==> config.mk <==
export PLATFORM = sky130hd
export DESIGN_NAME = sd_clk_ctrl
export DESIGN_NICKNAME = d
export VERILOG_FILES = /design/src/rtl/sd_clk_pkg.sv /design/src/rtl/sd_clk_phase_gen.sv /design/src/rtl/sd_clk_ctrl.sv
export SDC_FILE = /design/constraint.sdc
export NUM_CORES = 1
export LEC_CHECK = 0
export CORE_MARGIN = 3
export CORE_UTILIZATION = 56
export DETAILED_ROUTE_END_ITERATION = 7
export PLACE_DENSITY = 0.78
export SETUP_SLACK_MARGIN = 0.3
export SYNTH_ARGS = -nofsm -noshare
export SYNTH_HDL_FRONTEND = slang
export SYNTH_SLANG_ARGS = --single-unit
==> constraint.sdc <==
create_clock -name clk -period 4.6 [get_ports clk]
set_input_delay 0.92 -clock clk [delete_from_list [all_inputs] [get_ports clk]]
set_output_delay 0.92 -clock clk [all_outputs]
set_load 0.01 [all_outputs]
==> src/rtl/sd_clk_pkg.sv <==
// sd_clk_pkg: shared constants for the SD clock controller.
//   - FSM state encoding (S_OFF, S_START, S_WAIT, S_RUN)
//   - speed codes for identification mode and the default TRAN_SPEED
//   - period count width and default wait counter width
package sd_clk_pkg;

  localparam int CNT_W        = 16;
  localparam int WAIT_MAX_DEF = 64;
  localparam int WAIT_W       = $clog2(WAIT_MAX_DEF + 1);

  localparam logic [1:0] S_OFF   = 2'd0;
  localparam logic [1:0] S_START = 2'd1;
  localparam logic [1:0] S_WAIT  = 2'd2;
  localparam logic [1:0] S_RUN   = 2'd3;

  localparam logic [7:0] ID_SPEED_CODE      = 8'h48;
  localparam logic [7:0] DEFAULT_TRAN_SPEED = 8'h32;

endpackage

==> src/rtl/sd_clk_phase_gen.sv <==
// sd_clk_phase_gen: turns a period count into a registered SD clock.
//   High phase = count>>1 cycles, low phase = the rest (odd extra goes low).
//   Each run starts with a full low phase, so the first edge is rising.
// Ports:
//   clk, reset        system clock, async active-high reset
//   count             period in system cycles (>= 2 while running)
//   run               generator enabled (controller in its run state)
//   stop_req          request to park the clock low
//   sd_clk            SD clock output
//   sd_pos, sd_neg    strobes in the first cycle after a rise / fall
//   stopped           clock is parked low (stop request honoured)
// Macro SD_CLK_SAFE_STOP_EN: a stop request waits for the current high
// phase to finish instead of cutting it short.
module sd_clk_phase_gen
  import sd_clk_pkg::*;
(
  input  logic             clk,
  input  logic             reset,
  input  logic [CNT_W-1:0] count,
  input  logic             run,
  input  logic             stop_req,
  output logic             sd_clk,
  output logic             sd_pos,
  output logic             sd_neg,
  output logic             stopped
);

  logic             sd_clk_q, sd_clk_d;
  logic             sd_pos_q, sd_pos_d;
  logic             sd_neg_q, sd_neg_d;
  logic [CNT_W-1:0] phase_cnt_q, phase_cnt_d;
  logic [CNT_W-1:0] high_len, low_len, phase_len;
  logic             hold_low;

  assign high_len  = count >> 1;
  assign low_len   = count - high_len;
  assign phase_len = sd_clk_q ? high_len : low_len;

`ifdef SD_CLK_SAFE_STOP_EN
  // A high phase in progress is allowed to complete; the clock parks once low.
  assign hold_low = !run || (stop_req && !sd_clk_q);
`else
  assign hold_low = !run || stop_req;
`endif

  assign stopped = hold_low;

  always_comb begin
    sd_clk_d    = sd_clk_q;
    sd_pos_d    = 1'b0;
    sd_neg_d    = 1'b0;
    phase_cnt_d = phase_cnt_q;
    if (hold_low) begin
      sd_clk_d    = 1'b0;
      sd_neg_d    = sd_clk_q;
      phase_cnt_d = '0;
    end else if (phase_cnt_q == phase_len - CNT_W'(1)) begin
      sd_clk_d    = !sd_clk_q;
      sd_pos_d    = !sd_clk_q;
      sd_neg_d    = sd_clk_q;
      phase_cnt_d = '0;
    end else begin
      phase_cnt_d = phase_cnt_q + CNT_W'(1);
    end
  end

  always_ff @(posedge clk or posedge reset) begin
    if (reset) begin
      sd_clk_q    <= 1'b0;
      sd_pos_q    <= 1'b0;
      sd_neg_q    <= 1'b0;
      phase_cnt_q <= '0;
    end else begin
      sd_clk_q    <= sd_clk_d;
      sd_pos_q    <= sd_pos_d;
      sd_neg_q    <= sd_neg_d;
      phase_cnt_q <= phase_cnt_d;
    end
  end

  assign sd_clk = sd_clk_q;
  assign sd_pos = sd_pos_q;
  assign sd_neg = sd_neg_q;

endmodule

==> src/rtl/sd_clk_ctrl.sv <==
// sd_clk_ctrl: sequences the shared divider and runs the SD card clock.
//   state   | meaning
//   S_OFF   | clock unconfigured, waiting for cfg_req
//   S_START | one cycle: div_start high, wait counter cleared
//   S_WAIT  | waiting for div_ok / div_err, bounded by WAIT_MAX cycles
//   S_RUN   | count latched, phase generator runs while clk_en=1
// Ports:
//   clk, reset                  system clock, async active-high reset
//   cfg_req, cfg_id, cfg_speed  reconfiguration request and speed selection
//   clk_en                      host request for sd_clk to run
//   div_start, div_speed        divider start pulse and speed code
//   div_ok, div_err, div_count  divider result
//   cfg_done, cfg_err           reconfiguration finished / sticky error
//   sd_clk, sd_pos, sd_neg      SD clock and edge strobes
//   clk_active, cur_count       clock running / latched period count
// Macro SD_CLK_SAFE_STOP_EN: stop requests wait for the high phase to end,
// and a cfg_req arriving in S_RUN is held pending until the clock is low.
module sd_clk_ctrl
  import sd_clk_pkg::*;
#(
  parameter int         WAIT_MAX  = 64,
  parameter logic [7:0] ID_SPEED  = ID_SPEED_CODE,
  parameter int         MIN_COUNT = 2
) (
  input  logic             clk,
  input  logic             reset,
  input  logic             cfg_req,
  input  logic             cfg_id,
  input  logic [7:0]       cfg_speed,
  input  logic             clk_en,
  output logic             div_start,
  output logic [7:0]       div_speed,
  input  logic             div_ok,
  input  logic             div_err,
  input  logic [CNT_W-1:0] div_count,
  output logic             cfg_done,
  output logic             cfg_err,
  output logic             sd_clk,
  output logic             sd_pos,
  output logic             sd_neg,
  output logic             clk_active,
  output logic [CNT_W-1:0] cur_count
);

  localparam int WW = $clog2(WAIT_MAX + 1);

  logic [1:0]       state_q, state_d;
  logic [WW-1:0]    wait_cnt_q, wait_cnt_d;
  logic [7:0]       div_speed_q, div_speed_d;
  logic [CNT_W-1:0] cur_count_q, cur_count_d;
  logic             cfg_done_q, cfg_done_d;
  logic             cfg_err_q, cfg_err_d;
  logic             pend_q, pend_d;
  logic             run, stop_req, stopped, timeout, fail;

  assign run      = (state_q == S_RUN);
  assign stop_req = !clk_en || cfg_req || pend_q;
  assign timeout  = (wait_cnt_q == WW'(WAIT_MAX - 1));

  sd_clk_phase_gen u_phase (
    .clk      (clk),
    .reset    (reset),
    .count    (cur_count_q),
    .run      (run),
    .stop_req (stop_req),
    .sd_clk   (sd_clk),
    .sd_pos   (sd_pos),
    .sd_neg   (sd_neg),
    .stopped  (stopped)
  );

  always_comb begin
    state_d     = state_q;
    wait_cnt_d  = wait_cnt_q;
    div_speed_d = div_speed_q;
    cur_count_d = cur_count_q;
    cfg_done_d  = 1'b0;
    cfg_err_d   = cfg_err_q;
    pend_d      = pend_q;
    fail        = 1'b0;

    if (cfg_req) cfg_err_d = 1'b0;
    // Selection is captured only when the request is accepted; requests
    // during S_START/S_WAIT leave the divider's speed code untouched.
    if (cfg_req && (state_q == S_OFF || state_q == S_RUN))
      div_speed_d = cfg_id ? ID_SPEED : cfg_speed;

    case (state_q)
      S_OFF: begin
        if (cfg_req) state_d = S_START;
      end
      S_START: begin
        wait_cnt_d = '0;
        state_d    = S_WAIT;
      end
      S_WAIT: begin
        wait_cnt_d = wait_cnt_q + WW'(1);
        if (div_err) begin
          fail = 1'b1;
        end else if (div_ok) begin
          if (div_count >= CNT_W'(MIN_COUNT)) begin
            cur_count_d = div_count;
            cfg_done_d  = 1'b1;
            state_d     = S_RUN;
          end else begin
            fail = 1'b1;
          end
        end else if (timeout) begin
          fail = 1'b1;
        end
        if (fail) begin
          cur_count_d = '0;
          cfg_done_d  = 1'b1;
          cfg_err_d   = 1'b1;
          state_d     = S_OFF;
        end
      end
      default: begin
`ifdef SD_CLK_SAFE_STOP_EN
        pend_d = pend_q || cfg_req;
`endif
        if ((cfg_req || pend_q) && stopped) begin
          pend_d  = 1'b0;
          state_d = S_START;
        end
      end
    endcase
  end

  always_ff @(posedge clk or posedge reset) begin
    if (reset) begin
      state_q     <= S_OFF;
      wait_cnt_q  <= '0;
      div_speed_q <= ID_SPEED;
      cur_count_q <= '0;
      cfg_done_q  <= 1'b0;
      cfg_err_q   <= 1'b0;
      pend_q      <= 1'b0;
    end else begin
      state_q     <= state_d;
      wait_cnt_q  <= wait_cnt_d;
      div_speed_q <= div_speed_d;
      cur_count_q <= cur_count_d;
      cfg_done_q  <= cfg_done_d;
      cfg_err_q   <= cfg_err_d;
      pend_q      <= pend_d;
    end
  end

  assign div_start  = (state_q == S_START);
  assign div_speed  = div_speed_q;
  assign cur_count  = cur_count_q;
  assign cfg_done   = cfg_done_q;
  assign cfg_err    = cfg_err_q;
  assign clk_active = run && !stopped;

endmodule

Yosys cells after proc, flatten, opt, wreduce, memory -nomap -nowiden. Cells that the tools add are included.

Register bits: 54. Bits of input ports: 31. Output and inout port bits: 31. Logic and storage cells: 78.

$add $sub $neg: 4. $lt $le $gt $ge: 1. Equality and inequality tests: 10. Mux-type cells: 35. Reduce and logical (&&, ||, !) cells: 18.

Operator list (count): $mux W16 (7); $mux W1 (19); $add A16 B1 Y16 const B (1); $eq A16 B16 Y1 (1); $ge A16 B2 Y1 const B (1); $sub A16 B1 Y16 const B (1); $sub A16 B15 Y16 (1); $pmux W7 S2 (1); $mux W2 (6); $ne A3 B3 Y1 const B (3); $mux W8 (1); $reduce_bool A2 Y1 (4); $add A7 B1 Y7 const B (1); $eq A7 B6 Y1 const B (1); $pmux W2 S3 (1); $reduce_and A5 Y1 (1); $eq A2 B2 Y1 const B (2); $logic_not A1 Y1 (4); $reduce_and A4 Y1 (1); $reduce_bool A4 Y1 (1); $logic_and A1 B1 Y1 (3); $logic_or A1 B1 Y1 (3); $eq A2 B1 Y1 const B (1); $logic_not A2 Y1 (1); 2 further kinds (2).

Depth between registers and ports, before layout. Gate-level depths: netlist of run 1.

Depth in word-level cells: 7. Depth in mapped cells: 17. Mapped depth without buffers: 15.

Hierarchy. From an unflattened synthesis of run 1, not the netlist that was laid out.

Cells, all modules: 516. Area total of the unflattened synthesis: 4355.4 µm².

Modules (own cells, without submodules): sd_clk_phase_gen (instances 1, cells an instance 337, area each 2697.6 µm², seq. area each 475.5 µm²); sd_clk_ctrl (instances 1, cells an instance 179, area each 1657.8 µm², seq. area each 878.3 µm²).

Worst setup path before layout of run 1. Ideal clock, no wire load.

Path type: register to register. Start point: register cur_count_q[1], in the netlist cur_count[1]. End point: register u_phase.phase_cnt_q[13]. Library setup time: 0.119 ns. Data arrival time: 3.764 ns. Data required time: 4.481 ns. Path slack: 0.718 ns. Stages on the path, launching flop included: 16. Buffers on the path: 2. Period minus slack after synthesis: 3.882 ns. Path through: dfrtp_1 > ha_1 > fa_1 > nand2b_1 > a211oi_4 > o21ai_1 > a31o_2 > or4_1 > clkbuf_1 > or2_1 > nor4_2 > xnor2_1 > nand4_1 > o21ai_4 > buf_4 > nor2_1.

Longest elaborated chain between the ends: 6.

RTL lines: from (decl) (RTL line sd_clk_ctrl.sv:50) `logic [CNT_W-1:0] cur_count_q, cur_count_d;`; from (signal assigned) (RTL line sd_clk_ctrl.sv:143) `cur_count_q <= cur_count_d;`; $sub A16 B15 Y16 (RTL line sd_clk_phase_gen.sv:36) `assign low_len = count - high_len;`; $mux W16 * (RTL line sd_clk_phase_gen.sv:37) `assign phase_len = sd_clk_q ? high_len : low_len;`; $sub A16 B1 Y16 * (RTL line sd_clk_phase_gen.sv:57) `end else if (phase_cnt_q == phase_len - CNT_W'(1)) begin`; $eq A16 B16 Y1 * (RTL line sd_clk_phase_gen.sv:57); $mux W16 * (RTL line sd_clk_phase_gen.sv:57); $mux W16 * (RTL line sd_clk_phase_gen.sv:53) `if (hold_low) begin`; via u_phase.phase_cnt_d[13] (RTL line sd_clk_phase_gen.sv:31) `logic [CNT_W-1:0] phase_cnt_q, phase_cnt_d;`; to (signal assigned) (RTL line sd_clk_phase_gen.sv:77) `phase_cnt_q <= phase_cnt_d;`; to (decl) (RTL line sd_clk_phase_gen.sv:31).

Mark *: on every way through the listed nets, which the timed path passes. The rest lies on a longest branch. A chain may end at the register's enable or synchronous reset.

Final worst setup path of run 1.
Start point: register cur_count_q[1], in the netlist cur_count[1]. End point: register u_phase.sd_clk_q, in the netlist u_phase.sd_clk.

Longest elaborated chain between the ends: 5.

RTL lines: $sub A16 B15 Y16 (RTL line sd_clk_phase_gen.sv:36); $mux W16 * (RTL line sd_clk_phase_gen.sv:37); $sub A16 B1 Y16 * (RTL line sd_clk_phase_gen.sv:57); $eq A16 B16 Y1 * (RTL line sd_clk_phase_gen.sv:57); $reduce_bool A2 Y1 (no line) *; to (signal assigned) (RTL line sd_clk_phase_gen.sv:74) `sd_clk_q <= sd_clk_d;`; to (decl) (RTL line sd_clk_phase_gen.sv:28) `logic sd_clk_q, sd_clk_d;`.

Every way passes the cells marked *; elsewhere a longest branch is shown, timed or not.

==> impl_results.html, run 1 <==
<table>
<tr><th>Metric</th><th>Value</th></tr>
<tr><th colspan="2">Run status</th></tr>
<tr><td>Result of the run</td><td>finished clean</td></tr>
<tr><th colspan="2">Routing</th></tr>
<tr><td>Via-per-instance ratio</td><td>5.96</td></tr>
<tr><td>DRC</td><td>0</td></tr>
<tr><td>Number of detailed-routing iterations run before antenna repair</td><td>6</td></tr>
<tr><td>Wire length reported by the detailed router</td><td>roughly 11,000 um</td></tr>
<tr><td>Routed length per placed instance</td><td>approximately 16 um</td></tr>
<tr><td>DR vias</td><td>roughly 4,000</td></tr>
<tr><td>Post-DRT Antenna Nets</td><td>0</td></tr>
<tr><td>DR iter-0 viols</td><td>~240</td></tr>
<tr><th colspan="2">Critical path</th></tr>
<tr><td>Required time of the critical path</td><td>4.84 ns</td></tr>
<tr><td>Worst setup EP type</td><td>flip-flop</td></tr>
<tr><td>Data arrival, critical path</td><td>around 4.3 ns</td></tr>
<tr><td>Startpoint kind of the worst setup timing path</td><td>flip-flop</td></tr>
<tr><td>WS Path Type</td><td>flip-flop to flip-flop</td></tr>
<tr><td>Worst reg2reg startpoint</td><td>cur_count[1]$_DFFE_PP0P_</td></tr>
<tr><td>Largest fanout on the critical path</td><td>6</td></tr>
<tr><td>Startpoint of the worst setup timing path</td><td>cur_count[1]$_DFFE_PP0P_</td></tr>
<tr><th colspan="2">Clock network</th></tr>
<tr><td>Clock-pin slew on the worst setup and hold paths</td><td>roughly 0.09 ns</td></tr>
<tr><td># H-tree levels</td><td>2</td></tr>
<tr><td>Worst-Skew Late Latency</td><td>about 0.32 ns</td></tr>
<tr><td>Root cell of the clock tree</td><td>clkbuf_8</td></tr>
<tr><td>Number of hold buffers added after cts</td><td>0</td></tr>
<tr><td>Max Root-Sink Buffers</td><td>2</td></tr>
<tr><td>Total number of clock tree sinks</td><td>between 50 and 60</td></tr>
<tr><td>CTS Buf Count</td><td>5</td></tr>
<tr><td>TritonCTS clock tree</td><td>done</td></tr>
<tr><th colspan="2">Synth</th></tr>
<tr><td>Count of yosys warnings during synthesis</td><td>0</td></tr>
<tr><td>Most frequently used cell type in the post-synthesis netlist</td><td>nand2_1</td></tr>
<tr><td>Post-synthesis net count</td><td>577</td></tr>
<tr><td>Post-synth EDFFs</td><td>0</td></tr>
<tr><td>Most numerous cell types in the synthesized netlist</td><td>nand2_1, dfrtp_1, nor2_1</td></tr>
<tr><td>Top FF cell, synth</td><td>dfrtp_1</td></tr>
<tr><td>Share of async-settable or async-resettable flops after synthesis</td><td>100%</td></tr>
<tr><td>Fraction of the yosys area taken by sequential cells</td><td>31.8%</td></tr>
<tr><td>Most area-consuming cells after synthesis</td><td>dfrtp_1, ha_1, o21ai_0</td></tr>
<tr><td>Cell count after synthesis</td><td>523</td></tr>
<tr><td>Total of flip-flops plus latches after synthesis</td><td>54</td></tr>
<tr><td>Number of distinct library cells after synthesis</td><td>71</td></tr>
<tr><td>Share of Yosys cell area claimed by the top area cell type</td><td>a little under a third</td></tr>
<tr><td>Average instance area after synthesis</td><td>roughly 8 um^2</td></tr>
<tr><td>Cell accounting for the most synthesized area</td><td>dfrtp_1</td></tr>
<tr><td>Combined area of all synthesized cells</td><td>between 4000 and 5000 um^2</td></tr>
<tr><th colspan="2">Pwr</th></tr>
<tr><td>Logic gate share of total power</td><td>76.1%</td></tr>
<tr><td>Clock share of power</td><td>6.7%</td></tr>
<tr><td>Int Pwr</td><td>1.99 mW</td></tr>
<tr><td>Final total power</td><td>between 3 and 4 mW</td></tr>
<tr><td>Total power divided by cell area</td><td>785 nW/um^2</td></tr>
<tr><td>Leakage power of the design</td><td>2.10 nW</td></tr>
<tr><td>Switching power total</td><td>roughly 2.0 mW</td></tr>
<tr><td>Net Sw Frac</td><td>about 50%</td></tr>
<tr><td>IR drop worst, VDD</td><td>between 400 and 500 uV</td></tr>
<tr><td>Share of total power in sequential cells</td><td>between 10% and 20%</td></tr>
<tr><th colspan="2">Timing</th></tr>
<tr><td>Final number of setup-violating endpoints</td><td>0</td></tr>
<tr><td>Post-route clock period utilization</td><td>between 80% and 90%</td></tr>
<tr><td>RSZ-0062 raised after global routing</td><td>no</td></tr>
<tr><td>Max Clock Skew</td><td>~0.019 ns</td></tr>
<tr><td>Final setup margin</td><td>about 0.54 ns</td></tr>
<tr><td>Headroom to the max-slew limit</td><td>~56%</td></tr>
<tr><td>Max Fclk</td><td>246 MHz</td></tr>
<tr><td>Post-route setup TNS</td><td>0 ns</td></tr>
<tr><td>Worst Max-Slew Pin Slew</td><td>0.660 ns</td></tr>
<tr><td>Hold Violations, Final</td><td>0</td></tr>
<tr><td>Number of pins exceeding their max-slew limit in the final report</td><td>0</td></tr>
<tr><td>Minimum clock period after layout</td><td>slightly above 4 ns</td></tr>
<tr><th colspan="2">Layout</th></tr>
<tr><td># diodes</td><td>0</td></tr>
<tr><td>Core occupancy in the finished layout</td><td>68.9%</td></tr>
<tr><td>Nets</td><td>approximately 630</td></tr>
<tr><td>Total non-filler cell area in the finished layout</td><td>about 5100 um^2</td></tr>
<tr><td>Share of layout cells above drive strength 1</td><td>6.23%</td></tr>
<tr><td>Layout overhead on the synthesized area</td><td>18.6%</td></tr>
<tr><th colspan="2">Worst hold path</th></tr>
<tr><td>Type of the worst min-delay path</td><td>flip-flop to flip-flop</td></tr>
<tr><td>Startpoint of the worst hold path</td><td>div_speed[4]$_DFFE_PP0P_</td></tr>
<tr><th colspan="2">Placement</th></tr>
<tr><td>Instance area at placement</td><td>~5000 um^2</td></tr>
<tr><td>RD Place Congestion</td><td>about 0.9</td></tr>
<tr><td>Detailed placer's ending HPWL</td><td>~8000 um</td></tr>
<tr><td>Number of buffers added on ports</td><td>between 60 and 70</td></tr>
<tr><td>Worst setup timing slack at the placement stage</td><td>0.310 ns</td></tr>
<tr><th colspan="2">Floorplan</th></tr>
<tr><td>Vertical die dimension</td><td>just over 90 um</td></tr>
<tr><td>Core area</td><td>7330 um^2</td></tr>
<tr><td>Initial core utilization</td><td>between 50 and 60%</td></tr>
<tr><td>Number of rows in the core area</td><td>31</td></tr>
<tr><td>IO Pins</td><td>62</td></tr>
<tr><td>Full die area</td><td>approximately 8700 um^2</td></tr>
<tr><td>Overall die width</td><td>93.2 um</td></tr>
<tr><th colspan="2">GRT</th></tr>
<tr><td>Pin count of the biggest net entering global routing</td><td>35</td></tr>
<tr><td>Global route total overflow</td><td>0</td></tr>
<tr><td>GRT Resource Usage Total</td><td>between 20% and 30%</td></tr>
<tr><td>Antenna violations before repair</td><td>0</td></tr>
<tr><td>Via count of the first global-routing pass</td><td>3,927</td></tr>
<tr><td>First-pass GRT wire length</td><td>18,100 um</td></tr>
<tr><th colspan="2">Run</th></tr>
<tr><td>Reported max-cap violation count</td><td>0</td></tr>
</table>
## worst paths after layout
check | cells past startpoint | slack (ns) | endpoint
min in group asynchronous | 2 | 0.91 | wait_cnt_q[6]$_DFFE_PP0P_
max in group asynchronous | 3 | 2.86 | div_speed[6]$_DFFE_PP1P_
setup / recovery | 13 | 0.54 | u_phase.sd_clk$_DFFE_PP0P_
hold / removal | 2 | 0.48 | div_speed[4]$_DFFE_PP0P_
hold reg to reg | 2 | 0.48 | div_speed[4]$_DFFE_PP0P_
setup reg to reg | 13 | 0.54 | u_phase.sd_clk$_DFFE_PP0P_
## registers in the layout, indices dropped and copies added (netlist names)
signal and count:
u_phase.phase_cnt_q 16, u_phase.sd_clk 1, cur_count 16, u_phase.sd_neg 1, div_speed 8, cfg_err 1
state_q 2, wait_cnt_q 7, u_phase.sd_pos 1, cfg_done 1
## layer usage
metal / global-route usage [%] / vias up / share of wire, %
li1: - / 1980 / -
met1: 31.8 / 1927 / 43
met2: 44.1 / 110 / 50
met3: 4.42 / 20 / 5.1
met4: 9.52 / 0 / 2.1
met5: 0 / - / 0
## cell type report
class                   count  area [um^2]
clock buffers               8         80.1
fillers                   589         2280
inverters                  33          124
multi-input cells         416         2700
flip-flops and latches     54         1350
well taps                  99          124
repair buffers             67          668
## per-stage QoR
step	hold WS, ns	instances
after global routing	0.522	677
final	0.483	677
after global placement	0.463	665
after detailed placement	0.470	665
after floorplan	0.470	523
after CTS	0.488	675
## worst max-delay path, cell delays in order, from the launching register on
cell and delay [ns]:
dfrtp_1 0.45, ha_1 0.25, fa_1 0.43, nand2b_1 0.24, a211oi_4 0.30, o21ai_1 0.11, a31o_2 0.28, or4_4 0.53
xor2_1 0.18, a31oi_1 0.12, nor4_1 0.32, nand4_1 0.25, or3_1 0.37, a21oi_1 0.15
## cell families (layout without fill, tap and decap cells)
group | count (synthesis) | count (layout) | share of synthesized area (%)
fa+ha+maj | 23 | 23 | 6.93
simple gates | 214 | 214 | 25.7
buf+inv | 53 | 108 | 5.11
flops | 54 | 54 | 31.8
xor+xnor | 38 | 38 | 7.81
mux | 5 | 5 | 1.20
compound gates | 136 | 136 | 21.5
## placed cells by master (no fill, tap or decap), types with 4 or more instances in the layout
cell type / count
nor2_1: 47
nand3_1: 22
buf_4: 5
or2_2: 5
nor3_1: 10
xor2_1: 16
nor2b_1: 8
clkbuf_8: 5
and3_1: 10
nand2_1: 55
nor3b_1: 4
clkdlybuf4s50_1: 61
nand4_1: 5
o21ai_0: 43
a31oi_1: 6
a21boi_0: 5
dfrtp_1: 52
or3_1: 7
or4_1: 4
ha_1: 22
o211ai_1: 6
a21o_1: 5
a21oi_1: 20
a211oi_1: 6
nand2b_1: 12
mux2i_1: 4
inv_1: 32
xnor2_1: 22
nor4_1: 5
o211a_1: 4
o2111ai_1: 4
## timing repair
item / 4_1_cts / 5_1_grt
pin swaps: 1 / 2
endpoints found under the setup margin: 3 / 18
buffers inserted: 2 / 2
gates cloned: 0 / 0
gates resized for setup: 0 / 3
## power groups by stage
stage / Clock, mW / Sequential (mW) / Combinational, mW
after floorplan: 0 / 0.710 / 2.18
after global placement: 0 / 0.687 / 2.82
after detailed placement: 0 / 0.688 / 2.91
after CTS: 0.266 / 0.682 / 2.94
after global routing: 0.288 / 0.696 / 3.36
final: 0.264 / 0.684 / 3.02
Note: power is estimated with default switching activity, not from simulation.
==> run 2: changes to the inputs <==
CAP_MARGIN = 20   (was not set)
==> results of run 2 <==
Same layout as run 1: the final DEF is identical, and so are final timing and power.
